<file path="config.mk">
export PLATFORM = sky130hd
export DESIGN_NAME = brew_sequencer
export DESIGN_NICKNAME = d
export VERILOG_FILES = /design/src/rtl/brew_sequencer.sv
export SDC_FILE = /design/constraint.sdc
export NUM_CORES = 1
export LEC_CHECK = 0
export ABC_AREA = 1
export BUFFER_PORTS_ARGS = -buffer_cell sky130_fd_sc_hd__buf_2
export CAP_MARGIN = 5
export CORE_AREA = 2 2 87 89
export CTS_CLUSTER_SIZE = 8
export DETAILED_ROUTE_END_ITERATION = 7
export DIE_AREA = 0 0 89 91
export PLACE_DENSITY_LB_ADDON = 0.05
export RECOVER_POWER = 50
export SLEW_MARGIN = 20
export SYNTH_ARGS = -nofsm -noshare
export SYNTH_HDL_FRONTEND = slang
export SYNTH_SLANG_ARGS = --single-unit
</file>
<file path="constraint.sdc">
create_clock -name clk -period 4.3 [get_ports clk]
set_clock_uncertainty 0.05 [all_clocks]
set_input_delay 1.29 -clock clk [delete_from_list [all_inputs] [get_ports clk]]
set_output_delay 1.29 -clock clk [all_outputs]
set_load 0.01 [all_outputs]
</file>
<file path="src/rtl/brew_sequencer.sv">
// Drink-cycle sequencer: heat, coffee, hot water, milk from a fixed recipe table.
// Handles cancel, water-loss and heat-timeout aborts with a sticky error code.
module brew_sequencer #(
  parameter int TICK_DIV     = 50_000_000,
  parameter int HEAT_TIMEOUT = 30
) (
  input  logic       clk,
  input  logic       rst,
  input  logic [2:0] c_type,
  input  logic       start,
  input  logic       cancel,
  input  logic       water_ok,
  input  logic       temp_ok,
  output logic       heater,
  output logic       pump_coffee,
  output logic       valve_water,
  output logic       pump_milk,
  output logic       busy,
  output logic       done,
  output logic [1:0] err_code,
  output logic [2:0] phase,
  output logic [7:0] ticks_left
);

  localparam int PW = $clog2(TICK_DIV);

  typedef enum logic [2:0] {
    S_IDLE   = 3'd0,
    S_HEAT   = 3'd1,
    S_COFFEE = 3'd2,
    S_WATER  = 3'd3,
    S_MILK   = 3'd4,
    S_DONE   = 3'd5
  } state_t;

  state_t        state, state_n;
  logic [PW-1:0] pre;
  logic [7:0]    cnt, cnt_n;
  logic [2:0]    drink, drink_n;
  logic [1:0]    err, err_n;
  logic [7:0]    t_cof, t_wat, t_mlk;
  logic          tick, sel_ok, last;

  assign tick   = (pre == PW'(TICK_DIV - 1));
  assign last   = tick && (cnt == 8'd1);
  assign sel_ok = (c_type >= 3'd1) && (c_type <= 3'd4);

  always_comb begin
    t_cof = 8'd0;
    t_wat = 8'd0;
    t_mlk = 8'd0;
    unique case (drink)
      3'd1: t_cof = 8'd3;
      3'd2: begin t_cof = 8'd3; t_wat = 8'd5; end
      3'd3: begin t_cof = 8'd3; t_mlk = 8'd4; end
      3'd4: begin t_cof = 8'd2; t_mlk = 8'd6; end
      default: ;
    endcase
  end

  // cnt holds the heat-timeout budget in HEAT and recipe ticks elsewhere
  always_comb begin
    state_n = state;
    cnt_n   = cnt;
    drink_n = drink;
    err_n   = err;
    unique case (state)
      S_IDLE: begin
        if (start) begin
          if (!water_ok) begin
            err_n = 2'b10;
          end else if (!sel_ok) begin
            err_n = 2'b01;
          end else begin
            drink_n = c_type;
            err_n   = 2'b00;
            state_n = S_HEAT;
            cnt_n   = 8'(HEAT_TIMEOUT);
          end
        end
      end
      S_HEAT: begin
        if (cancel) begin
          state_n = S_IDLE;
        end else if (last) begin
          state_n = S_IDLE;
          err_n   = 2'b11;
        end else if (temp_ok) begin
          state_n = S_COFFEE;
          cnt_n   = t_cof;
        end else if (tick) begin
          cnt_n = cnt - 8'd1;
        end
      end
      S_COFFEE, S_WATER, S_MILK: begin
        if (cancel) begin
          state_n = S_IDLE;
        end else if (!water_ok) begin
          state_n = S_IDLE;
          err_n   = 2'b10;
        end else if (last) begin
          if (state == S_COFFEE && t_wat != 8'd0) begin
            state_n = S_WATER;
            cnt_n   = t_wat;
          end else if (state != S_MILK && t_mlk != 8'd0) begin
            state_n = S_MILK;
            cnt_n   = t_mlk;
          end else begin
            state_n = S_DONE;
          end
        end else if (tick) begin
          cnt_n = cnt - 8'd1;
        end
      end
      S_DONE: state_n = S_IDLE;
      default: state_n = S_IDLE;
    endcase
    if (state_n == S_IDLE || state_n == S_DONE) cnt_n = 8'd0;
  end

  always_ff @(posedge clk) begin
    if (rst) begin
      state <= S_IDLE;
      cnt   <= 8'd0;
      drink <= 3'd0;
      err   <= 2'b00;
      pre   <= '0;
    end else begin
      state <= state_n;
      cnt   <= cnt_n;
      drink <= drink_n;
      err   <= err_n;
      if (state_n != state || tick) pre <= '0;
      else pre <= pre + 1'b1;
    end
  end

  assign heater      = (state == S_HEAT) || (state == S_COFFEE) ||
                       (state == S_WATER);
  assign pump_coffee = (state == S_COFFEE);
  assign valve_water = (state == S_WATER);
  assign pump_milk   = (state == S_MILK);
  assign busy        = (state != S_IDLE);
  assign done        = (state == S_DONE);
  assign err_code    = err;
  assign phase       = state;
  assign ticks_left  = cnt;

endmodule

</file>
# Yosys cells after proc, flatten, opt, wreduce, memory -nomap -nowiden

Cells that the tools add are included.

Flip-flop bits (word level): 42
Logic and storage cells: 90
Input port bits: 9

Reduce and logical (&&, ||, !) cells: 21
$add $sub $neg: 2
Order comparisons: 2
Equality and inequality tests: 24
Muxes and demuxes: 36

Operators by type and width:

| operator                                                               | number |
|---|---|
| 8-bit 2-to-1 mux                                                       | 12 |
| 3-bit 2-to-1 mux                                                       | 11 |
| 26-bit by 1-bit adder with 26-bit output (second input constant)       | 1 |
| 26-bit equality test (second input constant)                           | 1 |
| 8-bit case mux with 3 select lines                                     | 1 |
| 2-bit inequality test (second input constant)                          | 9 |
| 8-bit nonzero test                                                     | 2 |
| 3-bit by 2-bit equality test with 1-bit output (second input constant) | 4 |
| 3-bit equality test (second input constant)                            | 4 |
| 2-bit 2-to-1 mux                                                       | 6 |
| 3-bit case mux with 3 select lines                                     | 1 |
| 9-bit AND reduction                                                    | 1 |
| 8-bit by 1-bit equality test with 1-bit output (second input constant) | 1 |
| 8-bit by 1-bit subtractor with 8-bit output (second input constant)    | 1 |
| 3-bit by 1-bit equality test with 1-bit output (second input constant) | 2 |
| 3-bit zero test                                                        | 2 |
| 2-bit case mux with 3 select lines                                     | 1 |
| 3-bit case mux with 2 select lines                                     | 1 |
| 6-bit AND reduction                                                    | 1 |
| 3-bit nonzero test                                                     | 2 |
| 3-bit OR reduction                                                     | 2 |
| 1-bit logical AND                                                      | 4 |
| 1-bit logical OR                                                       | 4 |
| 4-bit inequality test (second input constant)                          | 1 |
| 8 further kinds                                                        | 10 |

# Depth between registers and ports, before layout

Depth in word-level cells: 13
Gate-level depth with buffers: 15
Gate-level depth less buffers: 14

# Least setup slack after synthesis

Ideal clock, no wire load.

Path kind: in2reg
Start: input port c_type[0]
End: register pre[13]
Required time: 4.133 ns
Slack: 1.730 ns
Stages: 10
Arrival: 2.403 ns
Cells stage by stage: nor2_1 -> xor2_1 -> nand4_2 -> nand2_1 -> inv_2 -> nand2_1 -> nand2_2 -> nand4_4 -> buf_6 -> nor2_2

Word-level cells in the longest chain between the ends: 9
Elaborated cells between the ends (all ways): 10

RTL lines:

| what                                                                                                | line | source |
|---|---|---|
| start, declared                                                                                     | 9    | `input logic [2:0] c_type,` |
| 3-bit by 1-bit greater-or-equal comparator with 1-bit output or 3-bit <= comparator (tied branches) | 46   | `assign sel_ok = (c_type >= 3'd1) && (c_type <= 3'd4);` |
| 1-bit logical AND *                                                                                 | 46   |  |
| 3-bit 2-to-1 mux *                                                                                  | 72   | `end else if (!sel_ok) begin` |
| 3-bit 2-to-1 mux *                                                                                  | 70   | `if (!water_ok) begin` |
| 3-bit 2-to-1 mux *                                                                                  | 69   | `if (start) begin` |
| 3-bit case mux with 3 select lines *                                                                | 67   | `unique case (state)` |
| 3-bit inequality test *                                                                             | 133  | `if (state_n != state \|\| tick) pre <= '0;` |
| 1-bit logical OR *                                                                                  | 133  |  |
| 2-bit OR reduction (no line) *                                                                      | -    |  |
| end signal, assigned                                                                                | 134  | `else pre <= pre + 1'b1;` |
| end, declared                                                                                       | 37   | `logic [PW-1:0] pre;` |

Mark *: on every way between the ends. The rest lies on a longest branch, timed or not.
A chain may end at the register's enable or synchronous reset.

# Worst setup path in the final report

Start: register pre[0]
End: register cnt[2] (netlist: ticks_left[2])

Word-level cells in the longest chain between the ends: 9
Elaborated cells between the ends (all ways): 23

RTL lines:

| what                                                   | line | source |
|---|---|---|
| 26-bit equality test *                                 | 44   | `assign tick = (pre == PW'(TICK_DIV - 1));` |
| 1-bit logical AND                                      | 45   | `assign last = tick && (cnt == 8'd1);` |
| 3-bit 2-to-1 mux                                       | 101  | `end else if (last) begin` |
| 3-bit 2-to-1 mux                                       | 98   | `end else if (!water_ok) begin` |
| 3-bit 2-to-1 mux                                       | 96   | `if (cancel) begin` |
| 3-bit case mux with 3 select lines                     | 67   |  |
| 3-bit equality test or 3-bit zero test (tied branches) | 118  | `if (state_n == S_IDLE \|\| state_n == S_DONE) cnt_n = 8'd0;` |
| 1-bit logical OR                                       | 118  |  |
| 2-bit OR reduction (no line)                           | -    |  |
| end signal, assigned                                   | 130  | `cnt <= cnt_n;` |
| end, declared                                          | 38   | `logic [7:0] cnt, cnt_n;` |

Mark *: on every way between the ends. The rest lies on a longest branch, timed or not. The select of a mux whose other input is x is not followed.

==> out/results.md <==
Die
* 31 — row count
* 28 — I/O pin total
* 91 um — vertical die dimension
* 7140 sq um — core outline area
* 40.1% — Starting Density
* 89 um — die span in x
* 8100 sq um — area of the die

Synthesis
* 2860 sq um — Cell Area, Synth
* 436 — count of mapped cells out of synthesis
* 1.31% — adder-cell area share of the yosys netlist
* sky130_fd_sc_hd__dfxtp_1 — cell type contributing the most total cell area after synthesis
* 100 x sky130_fd_sc_hd__nand2_1, 58 x sky130_fd_sc_hd__inv_1, 50 x sky130_fd_sc_hd__nor2_1 — Post-synth top cells
* 0 — warning count from the yosys run
* 42 — flops & latches, synth
* 448 — post-synthesis net count
* 42.6% — simple-gate share of the synthesized area
* 6.57 sq um — Mapped Avg Cell Area
* sky130_fd_sc_hd__nand2_1 — most frequently used cell type in the post-synthesis netlist
* 29.4% — proportion of netlist area held by the largest area contributor
* 8.17% — Synth Area in Compound Gates
* 0% — post-synthesis async set-or-reset flop share
* 0% — multiplexer share of the synthesized area
* 29.4% — sequential-to-total area share from yosys stat
* simple AND/OR/NAND/NOR gates — dominant combinational cell family by area after synthesis
* 0 — count of flip-flops with a built-in enable after synthesis
* 32 — library cells used by synthesis
* 8.87% — post-synthesis xor/xnor area fraction
* sky130_fd_sc_hd__dfxtp_1 — dominant synthesized flop cell
* sky130_fd_sc_hd__dfxtp_1 29%, sky130_fd_sc_hd__nand2_1 13%, sky130_fd_sc_hd__inv_1 7.6% — cell types occupying the most area after synthesis

Power and ir drop
* 26.9% — Switching Share
* 49.5% — Seq pwr share
* 1.23 nW — Leakage Power
* 40.7% — Clk pwr share
* 814 uW — total design power
* 9.8% — power share of the combinational group
* 258 nW/um^2 — pwr/cell area
* 138 uV — maximum VDD drop
* 595 uW — Cell Int Power
* 219 uW — power dissipated by switching net loads

Critical path
* 11 — CP max FO
* pre[0] — origin of the critical flop-to-flop path
* 2 — Buf/Inv on CP
* 590 ps — longest individual stage delay on the worst path
* ticks_left[2] — capture instance of the worst register-to-register path
* register — CP endpoint kind
* sky130_fd_sc_hd__nand2_1 — most frequent cell on the critical path
* register — Worst Setup Start Kind
* 3160 ps — Arrival @ worst endpoint
* 1300 ps — r2r setup slk
* ha_1, nand3_1, nor2_1, nand2_1, nor2_1, nand2_1, o21ai_0, inv_2, nand2_1, inv_6, nand2_4, a21oi_1 — cell-by-cell listing of the critical path
* sky130_fd_sc_hd__nor2_1 — slowest cell on the critical path
* register to register — WS Path Type
* 4450 ps — data required time of the worst path
* 12 — depth of the worst register-to-register path
* pre[0] — Critical path origin
* simple AND/OR/NAND/NOR gates — cell family contributing the most delay on the critical path

Clock network
* 5 — number of CTS-inserted buffers
* 0 — Setup Buffers After CTS
* built — clock tree from TritonCTS
* 2 — maximum clock path buffer count
* sky130_fd_sc_hd__clkbuf_8 — root buf cell
* 42 — clock sinks
* 2 — number of H-tree branching levels
* 0 — number of cells upsized or downsized after cts
* 0 — hold buffer count at CTS
* 300 ps — clock latency at the later pin of the worst-skew pair
* 100 ps — clock transition at the registers of the reported paths

STA
* 0 — final setup violation count
* 1300 ps — min setup slack post-route
* 69.9% — final clock period utilization by the worst path
* no — unrepaired setup endpoints after global routing
* 0 ps — Setup TNS
* 0 — Slew Viols, Final
* 333 MHz — highest achievable clock rate
* 3000 ps — Final min period
* 0 — final hold violation count
* 765 ps — slew of the pin with the lowest slew margin
* 48.8% — headroom to the max-slew limit

Layout
* 0 — number of antenna repair diodes
* 14.3% — fraction of final layout cells with drive strength greater than 1
* 479 — number of nets at the end of the flow
* 567 — non-filler cells, final
* 10.2% — Area Overhead vs Synth
* 822 — Fill cells

GRT
* 27 — maximum number of pins on one net before global-route repair
* 0 — initial antenna violation count
* 0 — gr ovfl total
* 28.5% — GR Util met1
* 11,900 um — first-pass GRT wire length
* met1 — gr busiest metal
* 2,531 — number of global-route vias before repair
* 26.3% — met2 track utilization from global routing
* 18.3% — total routing resource utilization after global routing
* 3.18% — global-route met3 utilization

Outcome
* completed — result of the run

Routing
* 6880 um — total detailed-routing wirelength
* 5 — number of iterations in the first detailed-routing pass
* 0 — DRC violation count after routing
* 144 — drt first-iter violations
* 0 — post-route ant nets
* 4.68 — number of vias per cell
* 12.1 um — routed length per instance
* 2,651 — detailed-route via count

Flow run
* 0 — maxcap violations

Worst hold path
* err_code[0] — destination of the worst hold path
* 2 — Hold Path Stages
* err_code[0] — critical hold path startpoint
* register to register — kind of path behind the tightest hold check

Placed design
* 1080 ps — setup slack at placement
* 5340 um — detailed placer's ending HPWL
* 27 — number of port buffers
* 0.818 — gpl congestion
* 559 — cell count after placement

[power by group through the flow]
stage / Combinational, mW / Clock, mW / Sequential, mW
floorplan: 0.0616 / 0 / 0.413
global placement: 0.0829 / 0 / 0.412
CTS: 0.0838 / 0.346 / 0.403
global route: 0.0916 / 0.356 / 0.405
detailed placement: 0.0835 / 0 / 0.412
finish: 0.0796 / 0.331 / 0.403
[placed cells by master (no fill, tap or decap)]
master                      instances
sky130_fd_sc_hd__o211ai_1           1
sky130_fd_sc_hd__nor3_4             1
sky130_fd_sc_hd__inv_1             59
sky130_fd_sc_hd__bufinv_16          1
sky130_fd_sc_hd__a21oi_2            1
sky130_fd_sc_hd__nand4_4            1
sky130_fd_sc_hd__clkbuf_1          17
sky130_fd_sc_hd__a31oi_1            1
sky130_fd_sc_hd__clkinv_2           1
sky130_fd_sc_hd__nand3_2            2
sky130_fd_sc_hd__buf_2             10
sky130_fd_sc_hd__nor3_1            12
sky130_fd_sc_hd__nand3_1           27
sky130_fd_sc_hd__inv_6              2
sky130_fd_sc_hd__nor2_1            53
sky130_fd_sc_hd__inv_2              5
sky130_fd_sc_hd__clkbuf_8           5
sky130_fd_sc_hd__o21ai_0           22
sky130_fd_sc_hd__o21bai_1           1
sky130_fd_sc_hd__or2_2              1
sky130_fd_sc_hd__nand2_1          102
sky130_fd_sc_hd__a21oi_1           17
sky130_fd_sc_hd__ha_1               3
sky130_fd_sc_hd__dfxtp_1           42
sky130_fd_sc_hd__xor2_1            20
sky130_fd_sc_hd__o21ai_2            1
sky130_fd_sc_hd__xnor2_1            9
sky130_fd_sc_hd__nand4_1           11
sky130_fd_sc_hd__nand2_2            7
sky130_fd_sc_hd__nor4_1             4
sky130_fd_sc_hd__nor2_2            23
sky130_fd_sc_hd__nand2_4            2
sky130_fd_sc_hd__nor2_4             4
[final cells by class]
type	instances	area (sq um)	share of cell area (%)
multi-input combinational	326	1720	54.4
sequential	42	841	26.6
inverter	65	249	7.89
tap	99	124	3.93
timing repair buffer	27	114	3.61
clock buffer	5	68.8	2.18
clock inverter	3	43.8	1.39
[state kept, by name, indices dropped and copies added (netlist names)]
signal	cells
ticks_left	8
err_code	2
drink	3
phase	3
pre	26
[cell families (layout without fill, tap and decap cells)]
kind of cell               count (synthesis)  after routing
AOI/OAI and AO/OA                         44             44
and+or+nand+nor                          250            250
adders and majority gates                  3              3
buffers and inverters                     68            100
xor gates and xnor gates                  29             29
DFF                                       42             42
[worst max-delay path by stage]
stage,cells after the start,slack (ps),to
floorplan,10,1730,pre[13]
global placement,9,1200,pre[2]
detailed placement,9,1080,pre[0]
CTS,9,1400,pre[0]
global route,12,970,ticks_left[2]
finish,12,1300,ticks_left[2]
[tightest hold or removal path: stages, from the launching register on]
cell and delay [ps]:
sky130_fd_sc_hd__dfxtp_1 330, sky130_fd_sc_hd__nor2_1 40, sky130_fd_sc_hd__nor2_1 80
[metrics by stage]
stage          util, %  area [sq um]  hold WS (ps)
2_1_floorplan        -          2860           380
3_3_place_gp      43.3          3090           398
3_5_place_dp      43.3          3090           417
4_1_cts           44.9          3210           439
5_1_grt           44.2          3160           491
6_report          44.2          3160           439
[routing by layer]
metal	vias to the layer above	share of wire, %	wire (um)
met5	-	0	0
met4	0	0.87	60
met3	5	3.6	251
met2	45	42	2870
met1	1157	54	3700
li1	1444	-	-
No activity file was read; power rests on OpenSTA's default activity.
